## src/rtl/fpga20_pkg.sv

```systemverilog
// Shared constants for the Z180 bus interface: divider defaults and I/O addresses.
// Pure declarations, no logic; no latency or backpressure.
package fpga20_pkg;

    typedef logic [15:0] io_addr_t;

    localparam int PHI_DIV_DEF = 23;
    localparam int CLK_DIV_DEF = 24;

    localparam io_addr_t ADDR_STATUS   = 16'h0100;
    localparam io_addr_t ADDR_SPI_DATA = 16'h0104;
    localparam io_addr_t ADDR_SPI_DUAL = 16'h0105;

endpackage

```

## src/rtl/bus_sync_frontend_sync2.sv

```systemverilog
// Two-flop synchroniser with async active-high reset to 0.
// Latency 2 clk_i cycles; no backpressure.
module sync2 (
    input  logic clk_i,
    input  logic rst_i,
    input  logic d_i,
    output logic q_o
);

    logic meta_q;
    logic sync_q;

    always_ff @(posedge clk_i or posedge rst_i) begin
        if (rst_i) begin
            meta_q <= 1'b0;
            sync_q <= 1'b0;
        end else begin
            meta_q <= d_i;
            sync_q <= meta_q;
        end
    end

    assign q_o = sync_q;

endmodule

```

## src/rtl/bus_sync_frontend.sv

```systemverilog
// CLK1-domain front end: synchronised CPU strobes and PHI, PHI rising-edge strobe, LED blinkers.
// Strobes 2 cycles, phi_edge 3 cycles after a sampled PHI rise; no backpressure.
module bus_sync_frontend
    import fpga20_pkg::*;
#(
    parameter int PHI_DIV = PHI_DIV_DEF,
    parameter int CLK_DIV = CLK_DIV_DEF
) (
    input  logic CLK1,
    input  logic RST,
    input  logic PHI,
    input  logic IORQ,
    input  logic RD,
    input  logic WR,
    output logic io_read,
    output logic io_write,
    output logic phi_read,
    output logic phi_edge,
    output logic blink1,
    output logic blink2
);

    logic rd_req;
    logic wr_req;

    assign rd_req = ~IORQ & ~RD;
    assign wr_req = ~IORQ & ~WR;

    sync2 u_sync_rd  (.clk_i(CLK1), .rst_i(RST), .d_i(rd_req), .q_o(io_read));
    sync2 u_sync_wr  (.clk_i(CLK1), .rst_i(RST), .d_i(wr_req), .q_o(io_write));
    sync2 u_sync_phi (.clk_i(CLK1), .rst_i(RST), .d_i(PHI),    .q_o(phi_read));

    logic               prev_q,     prev_d;
    logic               edge_q,     edge_d;
    logic [1:0]         warm_q,     warm_d;
    logic [PHI_DIV-1:0] cnt1_q,     cnt1_d;
    logic               blink1_q,   blink1_d;
    logic [CLK_DIV-1:0] cnt2_q,     cnt2_d;
    logic               blink2_q,   blink2_d;

    // prev is frozen while the PHI synchroniser refills after reset, so a PHI
    // already high at release is not mistaken for a rise.
    always_comb begin
        warm_d   = {warm_q[0], 1'b1};
        prev_d   = warm_q[1] ? phi_read : prev_q;
        edge_d   = phi_read & ~prev_q;
        cnt1_d   = cnt1_q + PHI_DIV'(edge_q);
        blink1_d = blink1_q ^ (edge_q & (&cnt1_q));
        cnt2_d   = cnt2_q + CLK_DIV'(1);
        blink2_d = blink2_q ^ (&cnt2_q);
    end

    always_ff @(posedge CLK1 or posedge RST) begin
        if (RST) begin
            warm_q   <= 2'b00;
            prev_q   <= 1'b1;
            edge_q   <= 1'b0;
            cnt1_q   <= '0;
            blink1_q <= 1'b0;
            cnt2_q   <= '0;
            blink2_q <= 1'b1;
        end else begin
            warm_q   <= warm_d;
            prev_q   <= prev_d;
            edge_q   <= edge_d;
            cnt1_q   <= cnt1_d;
            blink1_q <= blink1_d;
            cnt2_q   <= cnt2_d;
            blink2_q <= blink2_d;
        end
    end

    assign phi_edge = edge_q;
    assign blink1   = blink1_q;
    assign blink2   = blink2_q;

endmodule

```

## config.mk

```make
export PLATFORM = sky130hd
export DESIGN_NAME = bus_sync_frontend
export DESIGN_NICKNAME = d
export VERILOG_FILES = /design/src/rtl/fpga20_pkg.sv /design/src/rtl/bus_sync_frontend_sync2.sv /design/src/rtl/bus_sync_frontend.sv
export SDC_FILE = /design/constraint.sdc
export NUM_CORES = 1
export LEC_CHECK = 0
export ABC_AREA = 1
export BUFFER_PORTS_ARGS = -buffer_cell sky130_fd_sc_hd__buf_2
export CAP_MARGIN = 10
export CORE_AREA = 2 2 57 86
export DETAILED_ROUTE_END_ITERATION = 12
export DIE_AREA = 0 0 59 88
export PLACE_DENSITY = 0.91
export SETUP_SLACK_MARGIN = 0.4
export SLEW_MARGIN = 20
export SYNTH_ARGS = -nofsm -noshare
export SYNTH_HDL_FRONTEND = slang
export SYNTH_SLANG_ARGS = --single-unit
```

## constraint.sdc

```tcl
create_clock -name CLK1 -period 3.1 [get_ports CLK1]
set_clock_uncertainty 0.05 [all_clocks]
set_input_delay 0.155 -clock CLK1 [delete_from_list [all_inputs] [get_ports CLK1]]
set_output_delay 0.155 -clock CLK1 [all_outputs]
set_load 0.01 [all_outputs]
```

* Yosys cells after proc, flatten, opt, wreduce, memory -nomap -nowiden
Cells that the tools add are included.
** Storage, ports and cells
- Register bits after elaboration :: 59
- Logic and storage cells :: 27
- Output and inout port bits :: 6
** Operators by class
- $add $sub $neg :: 2
- Bitwise logic cells :: 10
- Reduce and logical (&&, ||, !) cells :: 2
** Operator list (count)
- $add 24x1->24 const B :: 1
- $reduce_and 24->1 :: 1
- $add 23x1->23 :: 1
- $reduce_and 23->1 :: 1
- $and 1x1->1 :: 4
- $not 1->1 :: 4
- $xor 1x1->1 :: 2

* Depth between registers and ports, before layout
- Depth in word-level cells :: 3
- Depth in mapped cells :: 8
- Depth with buffers taken out :: 8

* Hierarchy
A second synthesis with hierarchy kept.
** Second synthesis, totals
- Cell total of the unflattened synthesis :: 336
- Area, all modules :: 2792.7 um^2
** By module, submodules not included
- bus_sync_frontend :: cells each 327, instances 1, seq. area each 1328.8 um^2, area each 2631.3 um^2
- sync2 :: cells each 3, instances 3, seq. area each 50.0 um^2, area each 53.8 um^2

* Worst setup path after synthesis
Ideal clock, no wire load.
- Path kind :: register to register
- From :: reg edge_q, in the netlist phi_edge
- To :: reg cnt1_q[18]
- Cell stages (with the launch flop) :: 8
- Required time :: 2.929 ns
- Path slack :: 1.595 ns
- Arrival :: 1.335 ns
- Period minus slack after synthesis :: 1.505 ns
- Buffers on the path :: 0
- Cell sequence :: dfrtp_1 > ha_1 > ha_1 > nand2_1 > nor2_2 > nand3b_1 > o21ai_1 > nand2_1
** Between the ends
- Longest elaborated chain between the ends :: 1
** Ends and longest elaborated chain
- start: declaration :: RTL line bus_sync_frontend.sv:34 : logic edge_q, edge_d;
- start signal: assignment :: RTL line bus_sync_frontend.sv:65 : edge_q <= edge_d;
- $add 23x1->23 :: RTL line bus_sync_frontend.sv:47 : cnt1_d = cnt1_q + PHI_DIV'(edge_q);
- named net cnt1_d[18] :: RTL line bus_sync_frontend.sv:36 : logic [PHI_DIV-1:0] cnt1_q, cnt1_d;
- end signal: assignment :: RTL line bus_sync_frontend.sv:66 : cnt1_q <= cnt1_d;
- end: declaration :: RTL line bus_sync_frontend.sv:36
The timed path passes the listed nets, and every way through them passes these cells.
A chain may end at the register's enable or synchronous reset.

* Worst setup path after layout
- From :: reg cnt2_q[0]
- To :: reg cnt2_q[20]
** Between the ends
- Longest elaborated chain between the ends :: 1
** Ends and longest elaborated chain
- start: declaration :: RTL line bus_sync_frontend.sv:38 : logic [CLK_DIV-1:0] cnt2_q, cnt2_d;
- start signal: assignment :: RTL line bus_sync_frontend.sv:68 : cnt2_q <= cnt2_d;
- $add 24x1->24 :: RTL line bus_sync_frontend.sv:49 : cnt2_d = cnt2_q + CLK_DIV'(1);
- named net cnt2_d[20] :: RTL line bus_sync_frontend.sv:38
The timed path passes the listed nets, and every way through them passes these cells.

==> impl_results.rst <==
.. list-table::
   :header-rows: 1

   * - Metric
     - Value
   * - Antenna violations before repair
     - 0
   * - Worst-Margin Slew
     - 749 ps
   * - Post-DP HPWL
     - 4280 um
   * - Gate Count Post-Synth
     - 337
   * - Antenna fix cells
     - 0
   * - Pin count of the biggest net entering global routing
     - 39
   * - Port buffer count
     - 11
   * - Synthesized cell area
     - 2790 um^2
   * - Mean routed wirelength per cell
     - 14.2 um
   * - Number of instances in the placed design
     - 397
   * - Width of the die
     - 59 um
   * - Top Registers
     - cnt2_q x24, cnt1_q x23, warm_q x2
   * - Number of cells in the finished layout apart from fillers
     - 419
   * - DR pass1 iterations
     - 4
   * - Number of levels the H-tree was split into
     - 3
   * - Chip Height
     - 88 um
   * - Net switching share of the total power
     - 0.238
   * - Met2 routing resource usage after global routing
     - 0.478
   * - Routing usage on met3
     - 0.0694
   * - Startpoint of the lowest-slack hold path
     - u_sync_phi.meta_q$_DFF_PP0_
   * - Remaining global-route overflow
     - 0
   * - Number of different library cells in the post-synthesis netlist
     - 18
   * - Wire length of the first global-routing pass
     - 10300 um
   * - Post-DR vias/cell
     - 5.39
   * - Filler instances
     - 303
   * - Starting utilization of the core area
     - 0.630
   * - Biggest cell delay along the critical path
     - 410 ps
   * - Final period utilization
     - 0.524
   * - Worst-skew pair later-pin latency
     - 340 ps
   * - Worst IR Drop VDD
     - 0.000487 V
   * - Setup bufs post-CTS
     - 0
   * - Max FFs per register
     - 24
   * - WL final
     - 5960 um
   * - Proportion of power drawn by the clock network
     - 0.428
   * - Classification of the worst setup path
     - reg2reg
   * - Number of setup violations in the final report
     - 0
   * - Synthesized area per cell
     - 8.28 um^2
   * - Portion of total power attributed to sequential cells
     - 0.516
   * - Final setup margin
     - 1480 ps
   * - CTS max path bufs
     - 2
   * - Result of the run
     - finished, final reports clean
   * - XOR/XNOR Fraction of Synth Area
     - 0.0942
   * - Iteration-0 DRC Markers
     - 78
   * - Quantity of gates resized following cts
     - 0
   * - Most area-consuming cells after synthesis
     - sky130_fd_sc_hd__dfrtp_1, sky130_fd_sc_hd__nand2_1, sky130_fd_sc_hd__nor2_1
   * - Worst max-slew margin expressed relative to the limit
     - 0.500
   * - Register name with the most flops
     - cnt2_q
   * - Buffer type at the clock tree root
     - sky130_fd_sc_hd__clkbuf_8
   * - Area of the core region
     - 4430 um^2
   * - Proportion of synthesized chip area in sequential cells
     - 0.530
   * - Most Crowded Layer GR
     - met2
   * - Number of endpoints with negative hold slack in the final report
     - 0
   * - Row count
     - 30
   * - Synth warnings
     - 0
   * - Critical Path Most Common Cell
     - sky130_fd_sc_hd__nand2_1
   * - Data arrival time of the critical path
     - 1810 ps
   * - Startpoint kind of the worst setup timing path
     - register
   * - Post-synthesis simple-gate area fraction
     - 0.323
   * - Power dissipated by switching net loads
     - 394 uW
   * - Adder-cell area share of the yosys netlist
     - 0.0135
   * - Vias after detailed routing
     - 2260
   * - Power density over the cells
     - 520 nW/um^2
   * - Compound-gate portion of the synthesized area
     - 0.00538
   * - Core occupancy in the finished layout
     - 0.717
   * - Setup_tns
     - 0 ps
   * - Number of placed I/O pins
     - 12
   * - Static leakage
     - 0.00142 uW
   * - Max Clk Rate
     - 616 MHz
   * - Clock slew seen by the registers of the worst setup and hold paths
     - 60 ps
   * - Synth-to-Final Area Change
     - 13.9%
   * - Share of Yosys cell area claimed by the top area cell type
     - 0.511
   * - Cell type contributing the most total cell area after synthesis
     - sky130_fd_sc_hd__dfrtp_1
   * - Final worst path period need
     - 1620 ps
   * - Required arrival time at the worst endpoint
     - 3280 ps
   * - Maximum fanout encountered on the critical timing path
     - 5
   * - GR Util All Layers
     - 0.274
   * - Combinational group share of total power
     - 0.056
   * - Remaining routing DRC violations
     - 0
   * - Setup repair after global routing missed its margin
     - no
   * - Buf+Inv Stages, Crit Path
     - 1
   * - Worst setup EP type
     - register
   * - Pre-CTS WS
     - 1500 ps
   * - Fraction of layout cells with a size suffix above 1
     - 0.113
   * - Total internal power
     - 1260 uW
   * - Largest delay contributor family on the critical path
     - simple AND/OR/NAND/NOR gates
   * - Mux share of post-synthesis cell area
     - 0
   * - Launching element of the worst setup path
     - cnt2_q[0]$_DFF_PP0_
   * - Cell chain of the critical path
     - ha_1 -> inv_1 -> nor2_1 -> nand2_1 -> nor2_1 -> nand2_1 -> nand2_1 -> nand2_1
   * - CTS tree
     - done
   * - GPL Wtd Cong
     - 0.965
   * - TritonCTS buffer count
     - 9
   * - Multi-input combinational cell area
     - 1220 um^2
   * - Antenna-violating nets left
     - 0
   * - Footprint of the flip-flops and latches
     - 1480 um^2
   * - Final Max Tran Viols
     - 0
   * - Post-synth net total
     - 346
   * - Sinks on the clock net
     - 59
   * - Largest family of logic cells by synthesized area
     - simple AND/OR/NAND/NOR gates
   * - Worst flop-to-flop path startpoint
     - cnt2_q[0]$_DFF_PP0_
   * - Number of register bits inferred by synthesis
     - 59
   * - Critical path's slowest cell
     - sky130_fd_sc_hd__dfrtp_1
   * - M1 GR Usage
     - 0.273
   * - Final net count
     - 375
   * - Type of the tightest min-delay check
     - reg2reg
   * - Via count of the first global-routing pass
     - 2334
   * - Floorplan die area
     - 5190 um^2
   * - Maximum Capacitance Violations
     - 0
[layer usage]
layer	routed length [um]	up-vias
li1	-	1090
met1	2090	1063
met2	3330	74
met3	192	33
met4	341	0
met5	0	-
[cell families after synthesis]
family / count (synthesis)
XOR/XNOR: 30
adder cells (fa/ha/maj): 3
buffers and inverters: 24
other: 1
flip-flops: 59
AND/OR/NAND/NOR: 217
AO/OA/AOI/OAI: 3
[layout make-up]
cell class / count / area share
flip-flops and latches: 59 / 0.466
multi-input cells: 254 / 0.384
clock buffers: 12 / 0.0489
repair buffers: 18 / 0.0386
inverters: 24 / 0.0284
well taps: 48 / 0.0189
clock inverters: 4 / 0.0154
[timing repair]
action | in CTS | in global routing
endpoints found under the hold margin | 39 | 0
endpoints found under the setup margin | 0 | 0
hold buffers | 6 | 0
[power by group through the flow]
stage                     Combinational (uW)  Clock [uW]  Sequential, uW
after floorplan                         59.2           0             856
after global placement                  82.6           0             859
after detailed placement                87.9           0             865
after CTS                               94.0         716             851
after global routing                     105         751             858
final                                   92.2         708             853
[metrics by stage]
step | total power [uW] | hold slack (ps) | cell area [um^2]
after floorplan | 916 | 136 | 2790
after global placement | 942 | 213 | 2910
after detailed placement | 953 | 218 | 2910
after CTS | 1660 | 300 | 3180
after global routing | 1710 | 313 | 3180
final | 1650 | 298 | 3180
[placed cells by master, fill, tap and decap left out]
master                          netlist  routed
sky130_fd_sc_hd__dfrtp_1             57      57
sky130_fd_sc_hd__nand4_1              2       2
sky130_fd_sc_hd__clkinv_2             0       2
sky130_fd_sc_hd__nor2_4               2       2
sky130_fd_sc_hd__o21ai_1              2       2
sky130_fd_sc_hd__xor2_1              16      16
sky130_fd_sc_hd__bufinv_16            0       1
sky130_fd_sc_hd__clkbuf_8             0      11
sky130_fd_sc_hd__nand3b_1             4       4
sky130_fd_sc_hd__nand3_1             15      15
sky130_fd_sc_hd__xnor2_1             14      14
sky130_fd_sc_hd__nor2_1              65      65
sky130_fd_sc_hd__clkbuf_1             0       1
sky130_fd_sc_hd__inv_1               24      23
sky130_fd_sc_hd__a21oi_1              1       1
sky130_fd_sc_hd__nand2_1            119     119
sky130_fd_sc_hd__dfstp_2              2       2
sky130_fd_sc_hd__nor2_2               6       6
sky130_fd_sc_hd__buf_2                0      11
sky130_fd_sc_hd__nand3_2              2       2
sky130_fd_sc_hd__ha_1                 3       3
sky130_fd_sc_hd__buf_4                0       1
sky130_fd_sc_hd__clkinv_4             0       1
sky130_fd_sc_hd__nand2_2              2       2
sky130_fd_sc_hd__conb_1               1       1
sky130_fd_sc_hd__dlygate4sd3_1        0       6
sky130_fd_sc_hd__inv_2                0       1
[cells in the mapped netlist, drive strengths merged]
| cell | number |
|---|---|
| a21oi | 1 |
| conb | 1 |
| dfrtp | 57 |
| dfstp | 2 |
| ha | 3 |
| inv | 24 |
| nand2 | 121 |
| nand3 | 17 |
| nand3b | 4 |
| nand4 | 2 |
| nor2 | 73 |
| o21ai | 2 |
| xnor2 | 14 |
| xor2 | 16 |
[worst paths after layout]
path,end,slack [ps],cells past startpoint
worst max-delay path,cnt2_q[20]$_DFF_PP0_,1480,8
worst min-delay path,u_sync_phi.q_o$_DFF_PP0_,300,0
worst max register to register,cnt2_q[20]$_DFF_PP0_,1480,8
worst min register to register,u_sync_phi.q_o$_DFF_PP0_,300,0
max in group asynchronous,blink2$_DFF_PP1_,1750,4
min in group asynchronous,u_sync_rd.meta_q$_DFF_PP0_,440,3
No activity file was read; power rests on OpenSTA's default activity.
